## config.mk

```make
export PLATFORM = sky130hd
export DESIGN_NAME = rc_ctu_sched
export DESIGN_NICKNAME = d
export VERILOG_FILES = /design/src/rtl/rc_ctu_sched.sv
export SDC_FILE = /design/constraint.sdc
export NUM_CORES = 1
export LEC_CHECK = 0
export ABC_AREA = 0
export BUFFER_PORTS_ARGS = -buffer_cell sky130_fd_sc_hd__buf_2
export CORE_AREA = 2 2 113 115
export CTS_CLUSTER_DIAMETER = 100
export DETAILED_ROUTE_END_ITERATION = 8
export DIE_AREA = 0 0 115 117
export GPL_ROUTABILITY_DRIVEN = 0
export PLACE_DENSITY = 0.79
export SLEW_MARGIN = 10
export SYNTH_ARGS = -nofsm -noshare
export SYNTH_HDL_FRONTEND = slang
export SYNTH_SLANG_ARGS = --single-unit
export TNS_END_PERCENT = 20
```

## constraint.sdc

```tcl
create_clock -name clk -period 3.1 [get_ports clk]
set_input_delay 0.31 -clock clk [delete_from_list [all_inputs] [get_ports clk]]
set_output_delay 0.31 -clock clk [all_outputs]
set_load 0.02 [all_outputs]
```

## src/rtl/rc_ctu_sched.sv

```systemverilog
// Sequences LCU-level rate control across a frame in CTU raster order, one RC run per CTU.
// Optional RUN watchdog enabled by defining RC_SCHED_TIMEOUT_EN.
module rc_ctu_sched #(
    parameter int X_W     = 8,
    parameter int Y_W     = 8,
    parameter int TIMEOUT = 64
) (
    input  logic           clk,
    input  logic           rstn,
    input  logic           start_i,
    input  logic [X_W-1:0] pic_w_ctu_i,
    input  logic [Y_W-1:0] pic_h_ctu_i,
    input  logic           bit_vld_i,
    input  logic [15:0]    bitnum_i,
    input  logic           mod_vld_i,
    input  logic [27:0]    modebest_i,
    output logic           rc_start_o,
    input  logic           rc_done_i,
    input  logic [5:0]     rc_qp_i,
    output logic [X_W-1:0] rc_ctu_x_o,
    output logic [Y_W-1:0] rc_ctu_y_o,
    output logic [15:0]    rc_bitnum_o,
    output logic [27:0]    rc_modebest_o,
    output logic           qp_vld_o,
    output logic [5:0]     qp_o,
    input  logic           qp_rdy_i,
    output logic           busy_o,
    output logic           frame_done_o,
    output logic           err_timeout_o
);

    localparam int CNT_W = $clog2(TIMEOUT + 1);
`ifdef RC_SCHED_TIMEOUT_EN
    localparam bit TO_EN = 1'b1;
`else
    localparam bit TO_EN = 1'b0;
`endif
    localparam logic [5:0]     QP_INIT = 6'd26;
    localparam logic [X_W-1:0] X_ONE   = X_W'(1'b1);
    localparam logic [Y_W-1:0] Y_ONE   = Y_W'(1'b1);
    localparam logic [X_W-1:0] X_ZERO  = {X_W{1'b0}};
    localparam logic [Y_W-1:0] Y_ZERO  = {Y_W{1'b0}};

    typedef enum logic [2:0] {
        S_IDLE    = 3'd0,
        S_WAIT_IN = 3'd1,
        S_START   = 3'd2,
        S_RUN     = 3'd3,
        S_OUT     = 3'd4,
        S_NEXT    = 3'd5,
        S_DONE    = 3'd6
    } state_t;

    state_t           state_r;
    state_t           state_nxt_s;
    logic [X_W-1:0]   w_r;
    logic [Y_W-1:0]   h_r;
    logic [X_W-1:0]   x_r;
    logic [Y_W-1:0]   y_r;
    logic             bit_flg_r;
    logic             mod_flg_r;
    logic [15:0]      bit_buf_r;
    logic [27:0]      mod_buf_r;
    logic [15:0]      rc_bitnum_r;
    logic [27:0]      rc_modebest_r;
    logic [5:0]       qp_r;
    logic [5:0]       last_qp_r;
    logic [CNT_W-1:0] cnt_r;
    logic             err_r;
    logic             rc_start_r;
    logic             qp_vld_r;
    logic             busy_r;
    logic             frame_done_r;

    logic             first_ctu_s;
    logic             last_x_s;
    logic             last_y_s;
    logic             bit_rdy_s;
    logic             mod_rdy_s;
    logic             launch_s;
    logic             consume_s;
    logic             frame_go_s;
    logic             timeout_s;

    assign first_ctu_s = (x_r == X_ZERO) && (y_r == Y_ZERO);
    assign last_x_s    = (x_r == (w_r - X_ONE));
    assign last_y_s    = (y_r == (h_r - Y_ONE));
    assign bit_rdy_s   = bit_flg_r | bit_vld_i;
    assign mod_rdy_s   = mod_flg_r | mod_vld_i;
    assign frame_go_s  = (state_r == S_IDLE) && start_i;
    assign launch_s    = (state_r == S_WAIT_IN) && (state_nxt_s == S_START);
    // CTU (0,0) has no predecessor, so it launches without consuming captured inputs
    assign consume_s   = launch_s && !first_ctu_s;
    assign timeout_s   = TO_EN && (state_r == S_RUN) && (cnt_r == CNT_W'(TIMEOUT - 1));

    // State register
    always_ff @(posedge clk or negedge rstn) begin
        if (!rstn) begin
            state_r <= S_IDLE;
        end else begin
            state_r <= state_nxt_s;
        end
    end

    // Next-state decode
    always_comb begin
        state_nxt_s = state_r;
        case (state_r)
            S_IDLE: begin
                if (start_i) state_nxt_s = S_WAIT_IN;
                else         state_nxt_s = S_IDLE;
            end
            S_WAIT_IN: begin
                if (first_ctu_s || (bit_rdy_s && mod_rdy_s)) state_nxt_s = S_START;
                else                                         state_nxt_s = S_WAIT_IN;
            end
            S_START: state_nxt_s = S_RUN;
            S_RUN: begin
                if (rc_done_i || timeout_s) state_nxt_s = S_OUT;
                else                        state_nxt_s = S_RUN;
            end
            S_OUT: begin
                if (qp_rdy_i) state_nxt_s = S_NEXT;
                else          state_nxt_s = S_OUT;
            end
            S_NEXT: begin
                if (last_x_s && last_y_s) state_nxt_s = S_DONE;
                else                      state_nxt_s = S_WAIT_IN;
            end
            S_DONE:  state_nxt_s = S_IDLE;
            default: state_nxt_s = S_IDLE;
        endcase
    end

    // Picture dimensions latched at frame start, zero treated as one
    always_ff @(posedge clk or negedge rstn) begin
        if (!rstn) begin
            w_r <= X_ZERO;
            h_r <= Y_ZERO;
        end else if (frame_go_s) begin
            w_r <= (pic_w_ctu_i == X_ZERO) ? X_ONE : pic_w_ctu_i;
            h_r <= (pic_h_ctu_i == Y_ZERO) ? Y_ONE : pic_h_ctu_i;
        end
    end

    // Raster CTU coordinates; held on the last CTU so they never exceed dims-1
    always_ff @(posedge clk or negedge rstn) begin
        if (!rstn) begin
            x_r <= X_ZERO;
            y_r <= Y_ZERO;
        end else if (frame_go_s || (state_r == S_DONE)) begin
            x_r <= X_ZERO;
            y_r <= Y_ZERO;
        end else if ((state_r == S_NEXT) && !(last_x_s && last_y_s)) begin
            if (last_x_s) begin
                x_r <= X_ZERO;
                y_r <= y_r + Y_ONE;
            end else begin
                x_r <= x_r + X_ONE;
            end
        end
    end

    // Sticky input capture; first value wins, early arrivals are kept for the next CTU
    always_ff @(posedge clk or negedge rstn) begin
        if (!rstn) begin
            bit_flg_r <= 1'b0;
            mod_flg_r <= 1'b0;
            bit_buf_r <= 16'd0;
            mod_buf_r <= 28'd0;
        end else if ((state_r == S_IDLE) || consume_s) begin
            bit_flg_r <= 1'b0;
            mod_flg_r <= 1'b0;
        end else begin
            if (bit_vld_i && !bit_flg_r) begin
                bit_flg_r <= 1'b1;
                bit_buf_r <= bitnum_i;
            end
            if (mod_vld_i && !mod_flg_r) begin
                mod_flg_r <= 1'b1;
                mod_buf_r <= modebest_i;
            end
        end
    end

    // RC operands, loaded at launch and held while RC runs
    always_ff @(posedge clk or negedge rstn) begin
        if (!rstn) begin
            rc_bitnum_r   <= 16'd0;
            rc_modebest_r <= 28'd0;
        end else if (launch_s) begin
            if (first_ctu_s) begin
                rc_bitnum_r   <= 16'd0;
                rc_modebest_r <= 28'd0;
            end else begin
                rc_bitnum_r   <= bit_flg_r ? bit_buf_r : bitnum_i;
                rc_modebest_r <= mod_flg_r ? mod_buf_r : modebest_i;
            end
        end
    end

    // QP capture; on watchdog expiry the last accepted QP is reissued
    always_ff @(posedge clk or negedge rstn) begin
        if (!rstn) begin
            qp_r      <= 6'd0;
            last_qp_r <= QP_INIT;
        end else begin
            if (frame_go_s) begin
                last_qp_r <= QP_INIT;
            end else if ((state_r == S_OUT) && qp_rdy_i) begin
                last_qp_r <= qp_r;
            end
            if ((state_r == S_RUN) && rc_done_i) begin
                qp_r <= rc_qp_i;
            end else if (timeout_s) begin
                qp_r <= last_qp_r;
            end
        end
    end

    // RUN cycle counter and sticky timeout flag
    always_ff @(posedge clk or negedge rstn) begin
        if (!rstn) begin
            cnt_r <= {CNT_W{1'b0}};
            err_r <= 1'b0;
        end else begin
            if (state_r != S_RUN) begin
                cnt_r <= {CNT_W{1'b0}};
            end else if (cnt_r != CNT_W'(TIMEOUT - 1)) begin
                cnt_r <= cnt_r + CNT_W'(1'b1);
            end
            if (timeout_s && !rc_done_i) begin
                err_r <= 1'b1;
            end
        end
    end

    // Control outputs registered from the next state so they align with the state itself
    always_ff @(posedge clk or negedge rstn) begin
        if (!rstn) begin
            rc_start_r   <= 1'b0;
            qp_vld_r     <= 1'b0;
            busy_r       <= 1'b0;
            frame_done_r <= 1'b0;
        end else begin
            rc_start_r   <= (state_nxt_s == S_START);
            qp_vld_r     <= (state_nxt_s == S_OUT);
            busy_r       <= (state_nxt_s != S_IDLE);
            frame_done_r <= (state_nxt_s == S_DONE);
        end
    end

    assign rc_start_o    = rc_start_r;
    assign rc_ctu_x_o    = x_r;
    assign rc_ctu_y_o    = y_r;
    assign rc_bitnum_o   = rc_bitnum_r;
    assign rc_modebest_o = rc_modebest_r;
    assign qp_vld_o      = qp_vld_r;
    assign qp_o          = qp_r;
    assign busy_o        = busy_r;
    assign frame_done_o  = frame_done_r;
    assign err_timeout_o = err_r;

endmodule

```

==> results.sh <==
export IMPL_dp_hpwl_um=10650
export IMPL_clock_sinks=135
export IMPL_ys_seq_elements=135
export IMPL_syn_area_um2=6605
export IMPL_tightest_slew_ns=0.8943
export IMPL_grt_use_met3=0.07312
export IMPL_ys_types=69
export IMPL_whs_path_depth=2
export IMPL_diodes=0
export IMPL_final_net_count=800
export IMPL_synthMuxAreaShare=0.1873
export IMPL_seqCellArea_um2=3379
export IMPL_grt_busiest_layer="met2"
export IMPL_core_area_um2=12310
export IMPL_critPathCaptureType="flip-flop"
export IMPL_synth_top_family_by_area="multiplexers"
export IMPL_synth_compound_area_share=0.1108
export IMPL_firstDrtPassIters=5
export IMPL_slowest_stage="or4_4"
export IMPL_swShare=0.3753
export IMPL_routed_wl_um=15620
export IMPL_cp_max_fo=16
export IMPL_yosysWarnings=0
export IMPL_hold_path_class="primary input to flip-flop"
export IMPL_clockBufferDepth=2
export IMPL_worstRegToRegCells=8
export IMPL_cpPeakStageDelay_ns=0.49
export IMPL_p_seq_frac=0.371
export IMPL_required_ns=3.44
export IMPL_grt_pass1_vias=5151
export IMPL_overflow=0
export IMPL_cts_root_buf="clkbuf_16"
export IMPL_p_sw_uw=3095
export IMPL_vias=5153
export IMPL_async_reset_ff_frac=1.000
export IMPL_multi_input_area_um2=3029
export IMPL_route_detailed_drc=0
export IMPL_grt_antenna_before_repair=0
export IMPL_critPathLaunchType="flip-flop"
export IMPL_track_usage=0.2400
export IMPL_rsz0062_at_grt="false"
export IMPL_final_cells=884
export IMPL_finalCritPeriodShare=0.9484
export IMPL_htreeDepth=4
export IMPL_yosysTopAreaCell="dfrtp_1"
export IMPL_cts_setup_buffers=0
export IMPL_clock_skew_ns=0.01563
export IMPL_die_w_um=115
export IMPL_cts_clk_slew_worst_paths_ns=0.05
export IMPL_status="complete, no violations"
export IMPL_synthXorXnorAreaFrac=0.01989
export IMPL_crit_chain="inv_1 > ha_1 > or3b_4 > or4_4 > a32oi_2 > o211ai_2 > nor4_1 > mux2i_1"
export IMPL_place_inst=851
export IMPL_ir_drop_mv=0.6085
export IMPL_gr_usage_met2=0.4055
export IMPL_synthTopCellsByArea="dfrtp_1 (51%), mux2_2 (8.7%), mux2i_1 (8.3%)"
export IMPL_cts_tree="built"
export IMPL_dieArea_um2=13460
export IMPL_ios=144
export IMPL_drive_gt1_frac=0.3542
export IMPL_synth_edff_count=0
export IMPL_max_freq_ghz=0.3401
export IMPL_p_leak_uw=0.003882
export IMPL_syn_mean_instance_area_um2=11.35
export IMPL_final_cell_mix="buf_2 (141), dfrtp_1 (134), nand2_1 (66), mux2i_1 (55), mux2_2 (51)"
export IMPL_totalPowerFinal_uw=8248
export IMPL_viasPerCell=5.829
export IMPL_p_int_uw=5153
export IMPL_critical_path_class="flip-flop to flip-flop"
export IMPL_syn_to_final_growth_pct=22.20
export IMPL_rows=41
export IMPL_synthCells=582
export IMPL_syn_nets=661
export IMPL_synth_ff_type="dfrtp_1"
export IMPL_setup_violations=0
export IMPL_port_buffer_count=142
export IMPL_die_h_um=117
export IMPL_slew_viol_final=0
export IMPL_first_iter_violations=453
export IMPL_combPwrFrac=0.389
export IMPL_slew_headroom=0.4038
export IMPL_setup_tns_ns=0
export IMPL_yosysTopAreaCellShare=0.5115
export IMPL_insertion_delay_ns=0.42
export IMPL_grtUsageMet1=0.2978
export IMPL_drtAntennaViolNets=0
export IMPL_hold_viol_final=0
export IMPL_yosys_area_share_simple=0.1243
export IMPL_grt_max_degree=88
export IMPL_arrival_ns=3.28
export IMPL_synth_adder_area_share=0.01137
export IMPL_ys_seq_area_frac=0.5115
export IMPL_clock_power_share=0.239
export IMPL_cts_buffers=17
export IMPL_routedWlPerCell_um=17.67
export IMPL_cap_violations=0
export IMPL_final_common_cell="buf_2"
export IMPL_initial_core_util=0.5365
export IMPL_pwr_density_cell_nw_per_um2=1022
export IMPL_fill_cells=955
export IMPL_grt_first_pass_wirelength_um=25100
export IMPL_final_min_clock_period_ns=2.940
-- worst max-delay path, delay by kind of cell, from the launching register on --
family / cells / cell delay [ns]
AOI/OAI and AO/OA: 2 / 0.56
adders and majority gates: 1 / 0.21
and+or+nand+nor: 3 / 1.38
buffers and inverters: 1 / 0.09
DFF: 1 / 0.41
muxes: 1 / 0.22
-- cells by family after synthesis --
logic type	Yosys count
simple gates	153
buf+inv	47
flops	135
mux	116
compound gates	109
xor+xnor	15
other cells	1
fa+ha+maj	6
-- state kept, by name, summed over array words and instances (netlist names), 3 cells and up --
name and count:
mod_buf_r 28, rc_modebest_o 28, bit_buf_r 16, rc_bitnum_o 16
h_r 8, rc_ctu_x_o 8, rc_ctu_y_o 8, w_r 8
qp_o 6, state_r 3
-- cells in the mapped netlist, types with 9 or more instances --
master,n
nor2_1,17
mux2i_1,55
dfrtp_1,135
o21ai_1,10
clkbuf_1,23
inv_1,11
nand4_1,12
a21oi_1,11
mux2_2,51
nand2_1,66
o21ai_0,45
nor4_1,9
nand2b_1,12
mux2_1,10
-- path summary, 6_finish.rpt --
kind	from	end	slack, ns
setup / recovery	w_r[0]	rc_ctu_y_o[4]	0.16
hold / removal	rc_qp_i[0]	qp_o[0]	0.12
setup reg to reg	w_r[0]	rc_ctu_y_o[4]	0.16
hold reg to reg	rc_bitnum_o[4]	rc_bitnum_o[4]	0.48
max in group asynchronous	rstn	mod_buf_r[18]	1.85
min in group asynchronous	rstn	h_r[0]	0.52
-- metal layers --
metal,wire (um),vias to the layer above
met5,0,-
met4,142,0
met3,981,14
met2,7988,173
met1,6508,2585
li1,-,2381
-- stage by stage --
| stage | setup slack, ns | hold WS (ns) | cell area [um2] | utilization |
|---|---|---|---|---|
| 6_report | 0.1599 | 0.1228 | 8071 | 0.6556 |
| 5_1_grt | 0.05284 | 0.1166 | 8071 | 0.6556 |
| 4_1_cts | 0.1992 | 0.1090 | 8065 | 0.6551 |
| 3_5_place_dp | 0.2064 | 0.4301 | 7471 | 0.6068 |
| 3_3_place_gp | 0.3395 | 0.4077 | 7471 | 0.6068 |
| 2_1_floorplan | 0.5085 | 0.01441 | 6605 | - |
-- layout make-up --
class,instances,area share
clock buffer,21,0.05705
clock inverter,11,0.01535
inverter,11,0.005115
multi-input combinational,400,0.3753
sequential,135,0.4187
tap,150,0.02325
timing repair buffer,156,0.1053
-- power by group through the flow --
stage               clock, uW  combinational, uW  sequential, uW
finish                   1970               3210            3060
global placement            0               3090            3020
floorplan                   0               2030            3290
detailed placement          0               3220            3090
global route             2090               3490            3170
CTS                      2000               3240            3070
-- timing repair --
item | in CTS | in global routing
resized for setup | 0 | 1
endpoints found under the hold margin | 3 | 0
setup endpoints to repair | 0 | 1
hold buffers | 1 | 0
Note: power is estimated with default switching activity, not from simulation.
